[src/rtl/mem_port_arbiter_if.sv]
// Bundle of requester, memory and stall signals around mem_port_arbiter.
// The slave modport is the arbiter's view; master is the pipeline/memory side.
interface mem_port_arbiter_if;
    logic        if_req;
    logic [31:0] if_addr;
    logic [31:0] if_rdata;
    logic        if_ready;
    logic        dm_req;
    logic        dm_we;
    logic [31:0] dm_addr;
    logic [31:0] dm_wdata;
    logic [31:0] dm_rdata;
    logic        dm_ready;
    logic        mem_en;
    logic        mem_we;
    logic [31:0] mem_addr;
    logic [31:0] mem_wdata;
    logic [31:0] mem_rdata;
    logic        stall_f;
    logic        stall_m;

    modport slave (
        input  if_req, if_addr, dm_req, dm_we, dm_addr, dm_wdata, mem_rdata,
        output if_rdata, if_ready, dm_rdata, dm_ready,
               mem_en, mem_we, mem_addr, mem_wdata, stall_f, stall_m
    );

    modport master (
        output if_req, if_addr, dm_req, dm_we, dm_addr, dm_wdata, mem_rdata,
        input  if_rdata, if_ready, dm_rdata, dm_ready,
               mem_en, mem_we, mem_addr, mem_wdata, stall_f, stall_m
    );
endinterface

[src/rtl/mem_port_arbiter.sv]
// Round-robin arbiter sharing one memory port between fetch and data stages;
// each access runs a fixed-latency issue/wait/respond sequence.
module mem_port_arbiter #(
    parameter int unsigned MEM_LATENCY = 2
) (
    input logic               clock,
    input logic               reset_n,
    mem_port_arbiter_if.slave bus
);
    typedef enum logic [1:0] {IDLE, ISSUE, WAIT, RESP} state_t;
    typedef enum logic {OWN_IF, OWN_DM} owner_t;

    localparam logic [3:0] CNT_INIT = 4'(MEM_LATENCY - 1);

    state_t      state, state_nx;
    owner_t      owner, owner_nx, last_grant, last_grant_nx, pick;
    logic [3:0]  cnt, cnt_nx;
    logic        we_q, we_nx;
    logic [31:0] addr_nx, wdata_nx, if_rdata_nx, dm_rdata_nx;
    logic        mem_en_nx, mem_we_nx, if_ready_nx, dm_ready_nx;
    logic        capture;

    assign bus.stall_f = bus.if_req & ~bus.if_ready;
    assign bus.stall_m = bus.dm_req & ~bus.dm_ready;

    always_comb begin
        state_nx      = state;
        owner_nx      = owner;
        last_grant_nx = last_grant;
        cnt_nx        = cnt;
        we_nx         = we_q;
        addr_nx       = bus.mem_addr;
        wdata_nx      = bus.mem_wdata;
        if_rdata_nx   = bus.if_rdata;
        dm_rdata_nx   = bus.dm_rdata;
        mem_en_nx     = 1'b0;
        mem_we_nx     = 1'b0;
        if_ready_nx   = 1'b0;
        dm_ready_nx   = 1'b0;
        capture       = 1'b0;

        // With both pending, the one not granted last time wins.
        if (bus.if_req && bus.dm_req)
            pick = (last_grant == OWN_IF) ? OWN_DM : OWN_IF;
        else
            pick = bus.dm_req ? OWN_DM : OWN_IF;

        case (state)
            IDLE: begin
                if (bus.if_req || bus.dm_req) begin
                    state_nx      = ISSUE;
                    owner_nx      = pick;
                    last_grant_nx = pick;
                    cnt_nx        = CNT_INIT;
                    mem_en_nx     = 1'b1;
                    if (pick == OWN_DM) begin
                        addr_nx   = bus.dm_addr;
                        wdata_nx  = bus.dm_wdata;
                        we_nx     = bus.dm_we;
                        mem_we_nx = bus.dm_we;
                    end else begin
                        addr_nx   = bus.if_addr;
                        wdata_nx  = '0;
                        we_nx     = 1'b0;
                    end
                end
            end
            ISSUE: begin
                if (cnt == '0) begin
                    state_nx = RESP;
                    capture  = ~we_q;
                end else begin
                    state_nx = WAIT;
                end
            end
            WAIT: begin
                cnt_nx = cnt - 4'd1;
                if (cnt == 4'd1) begin
                    state_nx = RESP;
                    capture  = ~we_q;
                end
            end
            RESP:    state_nx = IDLE;
            default: state_nx = IDLE;
        endcase

        // Ready is registered, so it is raised on the edge that enters RESP.
        if (state_nx == RESP) begin
            if_ready_nx = (owner == OWN_IF);
            dm_ready_nx = (owner == OWN_DM);
        end
        if (capture) begin
            if (owner == OWN_DM) dm_rdata_nx = bus.mem_rdata;
            else                 if_rdata_nx = bus.mem_rdata;
        end
    end

    always_ff @(posedge clock or negedge reset_n) begin
        if (!reset_n) begin
            state         <= IDLE;
            owner         <= OWN_IF;
            last_grant    <= OWN_IF;
            cnt           <= '0;
            we_q          <= 1'b0;
            bus.mem_addr  <= '0;
            bus.mem_wdata <= '0;
            bus.mem_en    <= 1'b0;
            bus.mem_we    <= 1'b0;
            bus.if_rdata  <= '0;
            bus.dm_rdata  <= '0;
            bus.if_ready  <= 1'b0;
            bus.dm_ready  <= 1'b0;
        end else begin
            state         <= state_nx;
            owner         <= owner_nx;
            last_grant    <= last_grant_nx;
            cnt           <= cnt_nx;
            we_q          <= we_nx;
            bus.mem_addr  <= addr_nx;
            bus.mem_wdata <= wdata_nx;
            bus.mem_en    <= mem_en_nx;
            bus.mem_we    <= mem_we_nx;
            bus.if_rdata  <= if_rdata_nx;
            bus.dm_rdata  <= dm_rdata_nx;
            bus.if_ready  <= if_ready_nx;
            bus.dm_ready  <= dm_ready_nx;
        end
    end
endmodule

[src/flat_wrapper.sv]
// flat-port wrapper written by rule: the top's interface ports become plain ports
module mem_port_arbiter_flat 
#(
    parameter int unsigned MEM_LATENCY = 2
)
  (clock, reset_n, bus_if_req, bus_if_addr, bus_dm_req, bus_dm_we, bus_dm_addr, bus_dm_wdata, bus_mem_rdata, bus_if_rdata, bus_if_ready, bus_dm_rdata, bus_dm_ready, bus_mem_en, bus_mem_we, bus_mem_addr, bus_mem_wdata, bus_stall_f, bus_stall_m);
  mem_port_arbiter_if bus_i ();
  input logic clock;
  input logic reset_n;
  input wire logic [$bits(bus_i.if_req)-1:0] bus_if_req;
  input wire logic [$bits(bus_i.if_addr)-1:0] bus_if_addr;
  input wire logic [$bits(bus_i.dm_req)-1:0] bus_dm_req;
  input wire logic [$bits(bus_i.dm_we)-1:0] bus_dm_we;
  input wire logic [$bits(bus_i.dm_addr)-1:0] bus_dm_addr;
  input wire logic [$bits(bus_i.dm_wdata)-1:0] bus_dm_wdata;
  input wire logic [$bits(bus_i.mem_rdata)-1:0] bus_mem_rdata;
  output wire logic [$bits(bus_i.if_rdata)-1:0] bus_if_rdata;
  output wire logic [$bits(bus_i.if_ready)-1:0] bus_if_ready;
  output wire logic [$bits(bus_i.dm_rdata)-1:0] bus_dm_rdata;
  output wire logic [$bits(bus_i.dm_ready)-1:0] bus_dm_ready;
  output wire logic [$bits(bus_i.mem_en)-1:0] bus_mem_en;
  output wire logic [$bits(bus_i.mem_we)-1:0] bus_mem_we;
  output wire logic [$bits(bus_i.mem_addr)-1:0] bus_mem_addr;
  output wire logic [$bits(bus_i.mem_wdata)-1:0] bus_mem_wdata;
  output wire logic [$bits(bus_i.stall_f)-1:0] bus_stall_f;
  output wire logic [$bits(bus_i.stall_m)-1:0] bus_stall_m;
  assign bus_i.if_req = bus_if_req;
  assign bus_i.if_addr = bus_if_addr;
  assign bus_i.dm_req = bus_dm_req;
  assign bus_i.dm_we = bus_dm_we;
  assign bus_i.dm_addr = bus_dm_addr;
  assign bus_i.dm_wdata = bus_dm_wdata;
  assign bus_i.mem_rdata = bus_mem_rdata;
  assign bus_if_rdata = bus_i.if_rdata;
  assign bus_if_ready = bus_i.if_ready;
  assign bus_dm_rdata = bus_i.dm_rdata;
  assign bus_dm_ready = bus_i.dm_ready;
  assign bus_mem_en = bus_i.mem_en;
  assign bus_mem_we = bus_i.mem_we;
  assign bus_mem_addr = bus_i.mem_addr;
  assign bus_mem_wdata = bus_i.mem_wdata;
  assign bus_stall_f = bus_i.stall_f;
  assign bus_stall_m = bus_i.stall_m;
  mem_port_arbiter #(.MEM_LATENCY(MEM_LATENCY)) u_core (.clock(clock), .reset_n(reset_n), .bus(bus_i));
endmodule
[config.mk]
export PLATFORM = sky130hd
export DESIGN_NAME = mem_port_arbiter_flat
export DESIGN_NICKNAME = d
export VERILOG_FILES = /design/src/rtl/mem_port_arbiter_if.sv /design/src/rtl/mem_port_arbiter.sv /design/src/flat_wrapper.sv
export SDC_FILE = /design/constraint.sdc
export NUM_CORES = 1
export LEC_CHECK = 0
export BUFFER_PORTS_ARGS = -buffer_cell sky130_fd_sc_hd__buf_2
export CAP_MARGIN = 20
export CORE_MARGIN = 4
export CORE_UTILIZATION = 47
export DETAILED_ROUTE_END_ITERATION = 8
export PLACE_DENSITY = 0.81
export REMOVE_ABC_BUFFERS = 1
export SETUP_SLACK_MARGIN = 0.1
export SLEW_MARGIN = 20
export SYNTH_ARGS = -nofsm -noshare
export SYNTH_HDL_FRONTEND = slang
export SYNTH_SLANG_ARGS = --single-unit
export TNS_END_PERCENT = 10
[constraint.sdc]
create_clock -name clock -period 4.72 [get_ports clock]
set_input_delay 0.708 -clock clock [delete_from_list [all_inputs] [get_ports clock]]
set_output_delay 0.708 -clock clock [all_outputs]
set_load 0.02 [all_outputs]
# == Word-level counts from Yosys, hierarchy flattened ==
# Cells that the tools add are included.
# totals
n_memories,0
output_inout_bits,134
mem_bits_ro,0
mem_bits_rw,0
ff_bits,140
latchBits,0
word_cells,55
# classes
addsub,1
order_cmp,0
n_mul,0
div,0
n_eq_ne,6
n_bitwise,6
n_reduce_logical,9
n_mux,21
shifts,0
# ops
operator,count
two-way mux 32 bit,2
two-way mux 1 bit,13
case mux 2 bit (4 select lines),1
case mux 4 bit (2 select lines),1
AND reduction 2 bit,4
"equality test 2 bit, second input constant",3
"equality test 4 x 1 -> 1 bit, second input constant",1
logical NOT 4 bit,1
two-way mux 2 bit,2
two-way mux 4 bit,1
NOT 1 bit,4
"subtractor 4 x 1 -> 4 bit, second input constant",1
AND 1 bit,2
"equality test 2 x 1 -> 1 bit, second input constant",1
logical NOT 2 bit,1
"!= test 2 x 1 -> 1 bit, second input constant",1
case mux 1 bit (2 select lines),1
nonzero test 2 bit,1
logical AND 1 bit,1
logical OR 1 bit,1

# == Depth between registers and ports, before layout ==
# Gate-level depths: netlist (run 1).
# logic_depth
depth_word,5
depth_mapped,8
mapped_depth_nobuf,5

# == Worst setup path after synthesis (run 1) ==
# No wires, ideal clock.
# synth_timing
path_type,reg2reg
start,register u_core.state[0]
end,register u_core.bus.if_rdata[10]
slack_ns,2.813
n_path_buf,2
arrival_ns,1.782
path_stages_with_launch,8
cell_sequence,dfrtp_1 inv_1 ha_1 mux2_4 and3b_1 buf_6 buf_12 mux2_4
# synth_via
elab_chain_cells,3
# synth_rtl
item,line_no,source
from (decl),mem_port_arbiter.sv:15,"state_t state, state_nx;"
from (signal assigned),mem_port_arbiter.sv:114,state <= state_nx;
equality test 2 bit / equality test 2 x 1 -> 1 bit (equally long branches),mem_port_arbiter.sv:48,case (state)
case mux 1 bit (2 select lines) *,mem_port_arbiter.sv:48,
AND reduction 2 bit (no source line) *,--,
to (signal assigned),mem_port_arbiter.sv:123,bus.if_rdata <= if_rdata_nx;
to (decl),mem_port_arbiter_if.sv:24,"output if_rdata, if_ready, dm_rdata, dm_ready,"
# Every way passes the cells marked *; elsewhere a longest branch is shown, timed or not.
# A chain may end at the register's enable or synchronous reset.

# == Worst setup path in the final report (run 1) ==
# layout_timing
start,register u_core.state[0]
end,register u_core.bus.if_rdata[0]
# The elaborated chain is that of the path after synthesis.

==> impl_metrics.toml, run 1 <==
[status]
status = "complete, no violations"

[detailed_routing]
first_iter_violations = 312
drc = 0
drt.antenna.violating_nets = 0
num_vias = 4261
vias_per_cell = 5.15
finalWirelength_mm = 14.2
drt_pass1_iterations = 4
wl_per_cell_um = 17.2

[power]
p_leak_nw = 4.06
power.net_switching_mw = 2.31
swShare = 0.380
p_clk_frac = 0.229
p_int_mw = 3.77
p_total_mw = 6.08
p_per_area_nw_per_um2 = 784
seqPwrFrac = 0.345
pwr-share-comb = 0.426
peakVddDrop_mv = 0.347

[global_routing]
antenna_found_initial = 0
grt_overflow = 0
track_usage = 0.206
grt_max_degree = 100
grt_pass1_vias = 4547
grt_pass1_wl_mm = 23.2

[final_layout]
syn_to_final_growth_pct = 35.3
final_cells = 827
drive_gt1_frac = 0.537
layout.nets = 806
diodes = 0
stdcell_area_um2 = 7760

[yosys]
synth_area_um2 = 5730
synth_area_per_cell_um2 = 14.1
synth_cell_types = 34
synth_ff_type = "dfrtp_1"
synth_top_cells_by_area = "dfrtp_1 61%, mux2_4 8.1%, mux2_2 5.7%"
postSynth.asyncResetShare = 1.00
synth_top_area_cell = "dfrtp_1"
yosysWarnings = 0
synth_seq_cells = 140
synth_top_area_frac = 0.611
seq_area_frac_synth = 0.611
synth_top_cells_by_count = "140 x dfrtp_1, 36 x o21ai_0, 35 x nand2_1"
synth-edff-count = 0
syn_inst = 406
synth.most_common_cell = "dfrtp_1"

[setup_path]
cp-start-kind = "flop"
critPathCaptureType = "flop"
critPathMaxFanout = 32
r2r_end = "u_core.bus.if_rdata[0]"
r2r_setup_slack_ns = 2.12
cp-startpoint = "u_core.state[0]"
critPathRequiredTime_ns = 5.01
crit_path_end = "u_core.bus.if_rdata[0]"
r2r-start = "u_core.state[0]"
crit_type = "reg -> reg"
worstRegToRegCells = 5
cp_data_arrival_time_ns = 2.89

[flow_run]
maxCapViolations = 0

[clocking]
cts_buffers = 17
ctsHtreeMaxLevel = 4
cts_resized = 0
clk_pin_slew_worst_paths_ns = 0.06
cts_tree = "built"
postCtsSetupRepairBufs = 0
cts-root-buf = "clkbuf_16"
clk_latency_ns = 0.41
clkSinkCount = 140
cts_max_path_buffers = 2
postCtsHoldBufs = 0

[sta]
clock_skew_ns = 0.00641
whs_ns = 0.381
rsz0062_at_grt = "false"
slew_violations = 0
timing.final.crit_share = 0.551
slew_headroom = 0.293
finalHoldViolations = 0
tns_ns = 0
finalSetupViolations = 0
fmax_ghz = 0.384
tightest_slew_ns = 1.06
min_period_ns = 2.60

[place]
gp_congestion = 0.749
dp_hpwl_mm = 10.3
dpl-instance-area_um2 = 7130
placed_cells = 796
io_buffers = 266

[floorplan]
start_util = 0.479
dieArea_um2 = 14000
die_h_um = 118
dieWidth_um = 118
row_count = 40
coreArea_um2 = 12000
io-pin-count = 267

[worst_hold_path]
min_path_type = "in -> async"
## cells in the final DEF (no fill, tap or decap), types with 2 or more instances in the layout
cell type and n:
a21o_1 2, a21oi_1 3, a22o_1 33, and3_1 2, buf_2 265, buf_4 3
bufinv_16 4, clkbuf_1 2, clkbuf_16 17, clkbuf_8 2, clkinv_2 2, clkinv_4 2
dfrtp_1 140, ha_1 5, inv_1 5, mux2_1 5, mux2_2 29, mux2_4 31
mux2i_1 32, nand2_1 35, nand2b_1 3, nor2b_1 3, nor3b_1 2, o21ai_0 36
## registers in the layout (all words and copies together) (netlist names), 2 cells and up
register              cells
u_core.bus.mem_addr      32
u_core.bus.if_rdata      32
u_core.bus.dm_rdata      32
u_core.state              2
u_core.bus.mem_wdata     32
u_core.cnt                4
## through the flow
stage	setup WS, ns	utilization
final	2.12	0.648
after floorplan	0.451	-
after detailed placement	1.92	0.596
after global placement	2.03	0.596
after CTS	2.09	0.648
after global routing	1.97	0.648
## critical path, stage by stage, from the launching register on
cell and delay, ns:
dfrtp_1 0.38, inv_1 0.08, ha_1 0.35, nor4b_2 0.29
and3b_2 0.96, mux2_2 0.42
## layer usage
layer | routed length, um | share of wire | GRT usage
met4 | 195 | 0.014 | 0.0724
met1 | 5980 | 0.42 | 0.251
met5 | 0 | 0 | 0
met2 | 6930 | 0.49 | 0.352
met3 | 1100 | 0.077 | 0.0598
## cells by family after synthesis
family          after synthesis  share of synthesized area
compound gates               80                     0.0947
fa+ha+maj                     5                     0.0109
buf+inv                      31                     0.0327
flops                       140                      0.611
mux                          97                      0.204
simple gates                 53                     0.0465
## cell type report
cell class,count,area (um2)
clock inverter,10,164
clock buffer,21,460
inverter,5,18.8
fill,872,4210
multi-input combinational,235,2070
sequential,140,3500
timing repair buffer,269,1360
tap,147,184
## power by group through the flow
| stage | logic [mW] | clock network (mW) | registers [mW] |
|---|---|---|---|
| 2_1_floorplan | 1.07 | 0 | 2.72 |
| 3_3_place_gp | 2.51 | 0 | 2.07 |
| 3_5_place_dp | 2.61 | 0 | 2.09 |
| 4_1_cts | 2.62 | 1.42 | 2.09 |
| 5_1_grt | 2.78 | 1.48 | 2.16 |
| 6_report | 2.59 | 1.39 | 2.10 |
## worst min-delay path by stage
stage	endpoint	slack (ns)	cells past startpoint
2_1_floorplan	u_core.bus.dm_rdata[0]	0.41	0
3_3_place_gp	u_core.bus.mem_addr[11]	0.46	2
3_5_place_dp	u_core.bus.mem_addr[14]	0.47	2
4_1_cts	u_core.bus.mem_addr[20]	0.42	1
5_1_grt	u_core.bus.if_rdata[1]	0.45	1
6_report	u_core.bus.if_rdata[1]	0.38	1
No activity file was read; power rests on OpenSTA's default activity.
==> run 2: changes to the inputs <==
--- a/config.mk
+++ b/config.mk
@@ -5,12 +5,13 @@
 export SDC_FILE = /design/constraint.sdc
 export NUM_CORES = 1
 export LEC_CHECK = 0
+export ABC_AREA = 1
 export BUFFER_PORTS_ARGS = -buffer_cell sky130_fd_sc_hd__buf_2
 export CAP_MARGIN = 20
 export CORE_MARGIN = 4
-export CORE_UTILIZATION = 47
+export CORE_UTILIZATION = 43
 export DETAILED_ROUTE_END_ITERATION = 8
-export PLACE_DENSITY = 0.81
+export PLACE_DENSITY = 0.76
 export REMOVE_ABC_BUFFERS = 1
 export SETUP_SLACK_MARGIN = 0.1
 export SLEW_MARGIN = 20
==> constraint.sdc (replaced) <==
create_clock -name clock -period 2.23 [get_ports clock]
set_input_delay 0.3345 -clock clock [delete_from_list [all_inputs] [get_ports clock]]
set_output_delay 0.3345 -clock clock [all_outputs]
set_load 0.02 [all_outputs]
==> run 2 against run 1 <==
  * Global-route usage rose by 1.1 points
  * Area after synthesis up 7.3%
  * Cell count increased by 34%
  * Synthesized cell count increased by 65%
  * Largest power group unchanged
==> impl_metrics.toml, run 2 <==
[setup_path]
critPathRequiredTime_ns = 2.52
critPathMaxFanout = 32
cp_data_arrival_time_ns = 2.22
critPathCaptureType = "flop"
cp-start-kind = "flop"
crit_type = "reg -> reg"

[yosys]
synth_top_family_by_area = "simple AND/OR/NAND/NOR gates"
synth_compound_area_frac = 0.0649
postSynth.asyncResetShare = 1.00
synth_ff_type = "dfrtp_1"
synth_top_cells_by_count = "236 x nand2_1, 140 x dfrtp_1, 66 x o21ai_0"
synth_top_area_cell = "dfrtp_1"
synth-edff-count = 0
synth_top_area_frac = 0.570
synth-simple-area-share = 0.279
synth_seq_cells = 140
synthMuxAreaShare = 0
synth_top_cells_by_area = "dfrtp_1 57%, nand2_1 14%, nand4_1 6.6%"
synth.most_common_cell = "nand2_1"
synth_area_per_cell_um2 = 9.19
synth_xor_area_frac = 0
synth_area_um2 = 6150
seq_area_frac_synth = 0.570
synth_fa_ha_area_frac = 0.0102
yosysWarnings = 0
synth_cell_types = 26
syn_inst = 669

[clocking]
cts_buffers = 17
postCtsSetupRepairBufs = 0
postCtsHoldBufs = 1
clk_pin_slew_worst_paths_ns = 0.06
clkSinkCount = 140
cts-root-buf = "clkbuf_16"
clk_latency_ns = 0.41
cts_resized = 0
cts_tree = "built"
cts_max_path_buffers = 2
ctsHtreeMaxLevel = 4

[global_routing]
grt_max_degree = 66
track_usage = 0.217
grt_pass1_wl_mm = 28.2
grt_pass1_vias = 5518
grt_overflow = 0
antenna_found_initial = 0

[final_layout]
final_cell_mix = "265 x buf_2, 236 x nand2_1, 140 x dfrtp_1, 66 x o21ai_0, 65 x nand4_1"
diodes = 0
syn_to_final_growth_pct = 30.6
mostFrequentLayoutCell = "buf_2"
drive_gt1_frac = 0.343
layout.nets = 1058
final_cells = 1110

[sta]
clock_skew_ns = 0.00844
fmax_ghz = 0.518
tightest_slew_ns = 0.666
finalHoldViolations = 0
rsz0062_at_grt = "false"
finalSetupViolations = 0
timing.final.crit_share = 0.865
tns_ns = 0
slew_headroom = 0.556
slew_violations = 0
min_period_ns = 1.93

[floorplan]
coreArea_um2 = 13900
io-pin-count = 267
dieWidth_um = 128
die_h_um = 128
row_count = 43
dieArea_um2 = 16300
start_util = 0.441

[detailed_routing]
drc = 0
drt.antenna.violating_nets = 0
wl_per_cell_um = 15.9
drt_pass1_iterations = 5
num_vias = 5793
vias_per_cell = 5.22
first_iter_violations = 437
finalWirelength_mm = 17.7

[status]
status = "complete, no violations"

[power]
p_leak_nw = 4.43
peakVddDrop_mv = 0.913
p_per_area_nw_per_um2 = 1720

[place]
dp_hpwl_mm = 12.5
io_buffers = 266
placed_cells = 1080
gp_congestion = 0.843

[flow_run]
maxCapViolations = 0

[worst_hold_path]
min_path_type = "in -> reg"
run 2: changes by cell type in the layout (fill, tap and decap cells not counted), moves of 4 or more:
cell	change
mux2_2	-29
a22o_1	-33
nand2_1	+201
nand4_1	+65
o21ai_0	+30
mux2i_1	-32
inv_1	+8
buf_4	+8
buf_12	+4
nand3_1	+35
mux2_1	-5
mux2_4	-31
nor2_1	+41
run 2: final cells by class:
type / count / area [um2]
Inverter: 14 / 52.6
Fill cell: 1262 / 5900
Clock buffer: 20 / 467
Clock inverter: 9 / 88.8
Timing Repair Buffer: 282 / 1510
Multi-Input combinational cell: 465 / 2190
Sequential cell: 140 / 3500
Tap cell: 180 / 225
run 2: worst max-delay path, cell delays in order, from the launching register on:
cell     delay (ns)
dfrtp_1        0.38
inv_1          0.11
ha_1           0.25
inv_1          0.15
nand2_4        0.20
nand4_4        0.44
nand2_1        0.21
nand2_1        0.07
run 2: layer usage:
metal  GRT usage  vias to the layer above  wire (um)
met5           0                        -          0
met4      0.0961                        0        538
met3      0.0694                       36       1720
met2       0.336                      277       8260
met1       0.281                     2759       7140
li1            -                     2721          -
run 2: power breakdown:
group / switching, mW / total [mW] / internal, mW
Combinational: 4.67 / 6.70 / 2.02
Clock: 1.07 / 2.67 / 1.61
Sequential: 0.671 / 4.48 / 3.81
run 2: path summary, 6_finish.rpt:
path	start	to	slack (ns)	cells past startpoint
max in group asynchronous	reset_n	u_core.bus.mem_wdata[29]	1.17	3
setup / recovery	u_core.state[0]	u_core.bus.if_rdata[25]	0.30	7
setup reg to reg	u_core.state[0]	u_core.bus.if_rdata[25]	0.30	7
hold / removal	bus_dm_wdata[4]	u_core.bus.mem_wdata[4]	0.14	3
hold reg to reg	u_core.bus.dm_rdata[14]	u_core.bus.dm_rdata[14]	0.46	2
min in group asynchronous	reset_n	u_core.bus.dm_rdata[9]	0.42	2
run 2: cells by family after synthesis:
group | Yosys count
buffers and inverters | 64
AOI/OAI and AO/OA | 75
DFF | 140
and+or+nand+nor | 385
adders and majority gates | 5
run 2: metrics by stage:
step	utilization	hold WS [ns]	instance area, um2	power (mW)	setup WS (ns)
floorplan	-	0.0389	5730	8.57	-1.74
detailed placement	0.536	0.288	7470	11.2	0.311
finish	0.576	0.144	8030	13.9	0.301
global route	0.576	0.141	8030	14.8	0.120
global placement	0.536	0.283	7470	11.1	0.394
CTS	0.576	0.131	8030	14.0	0.282
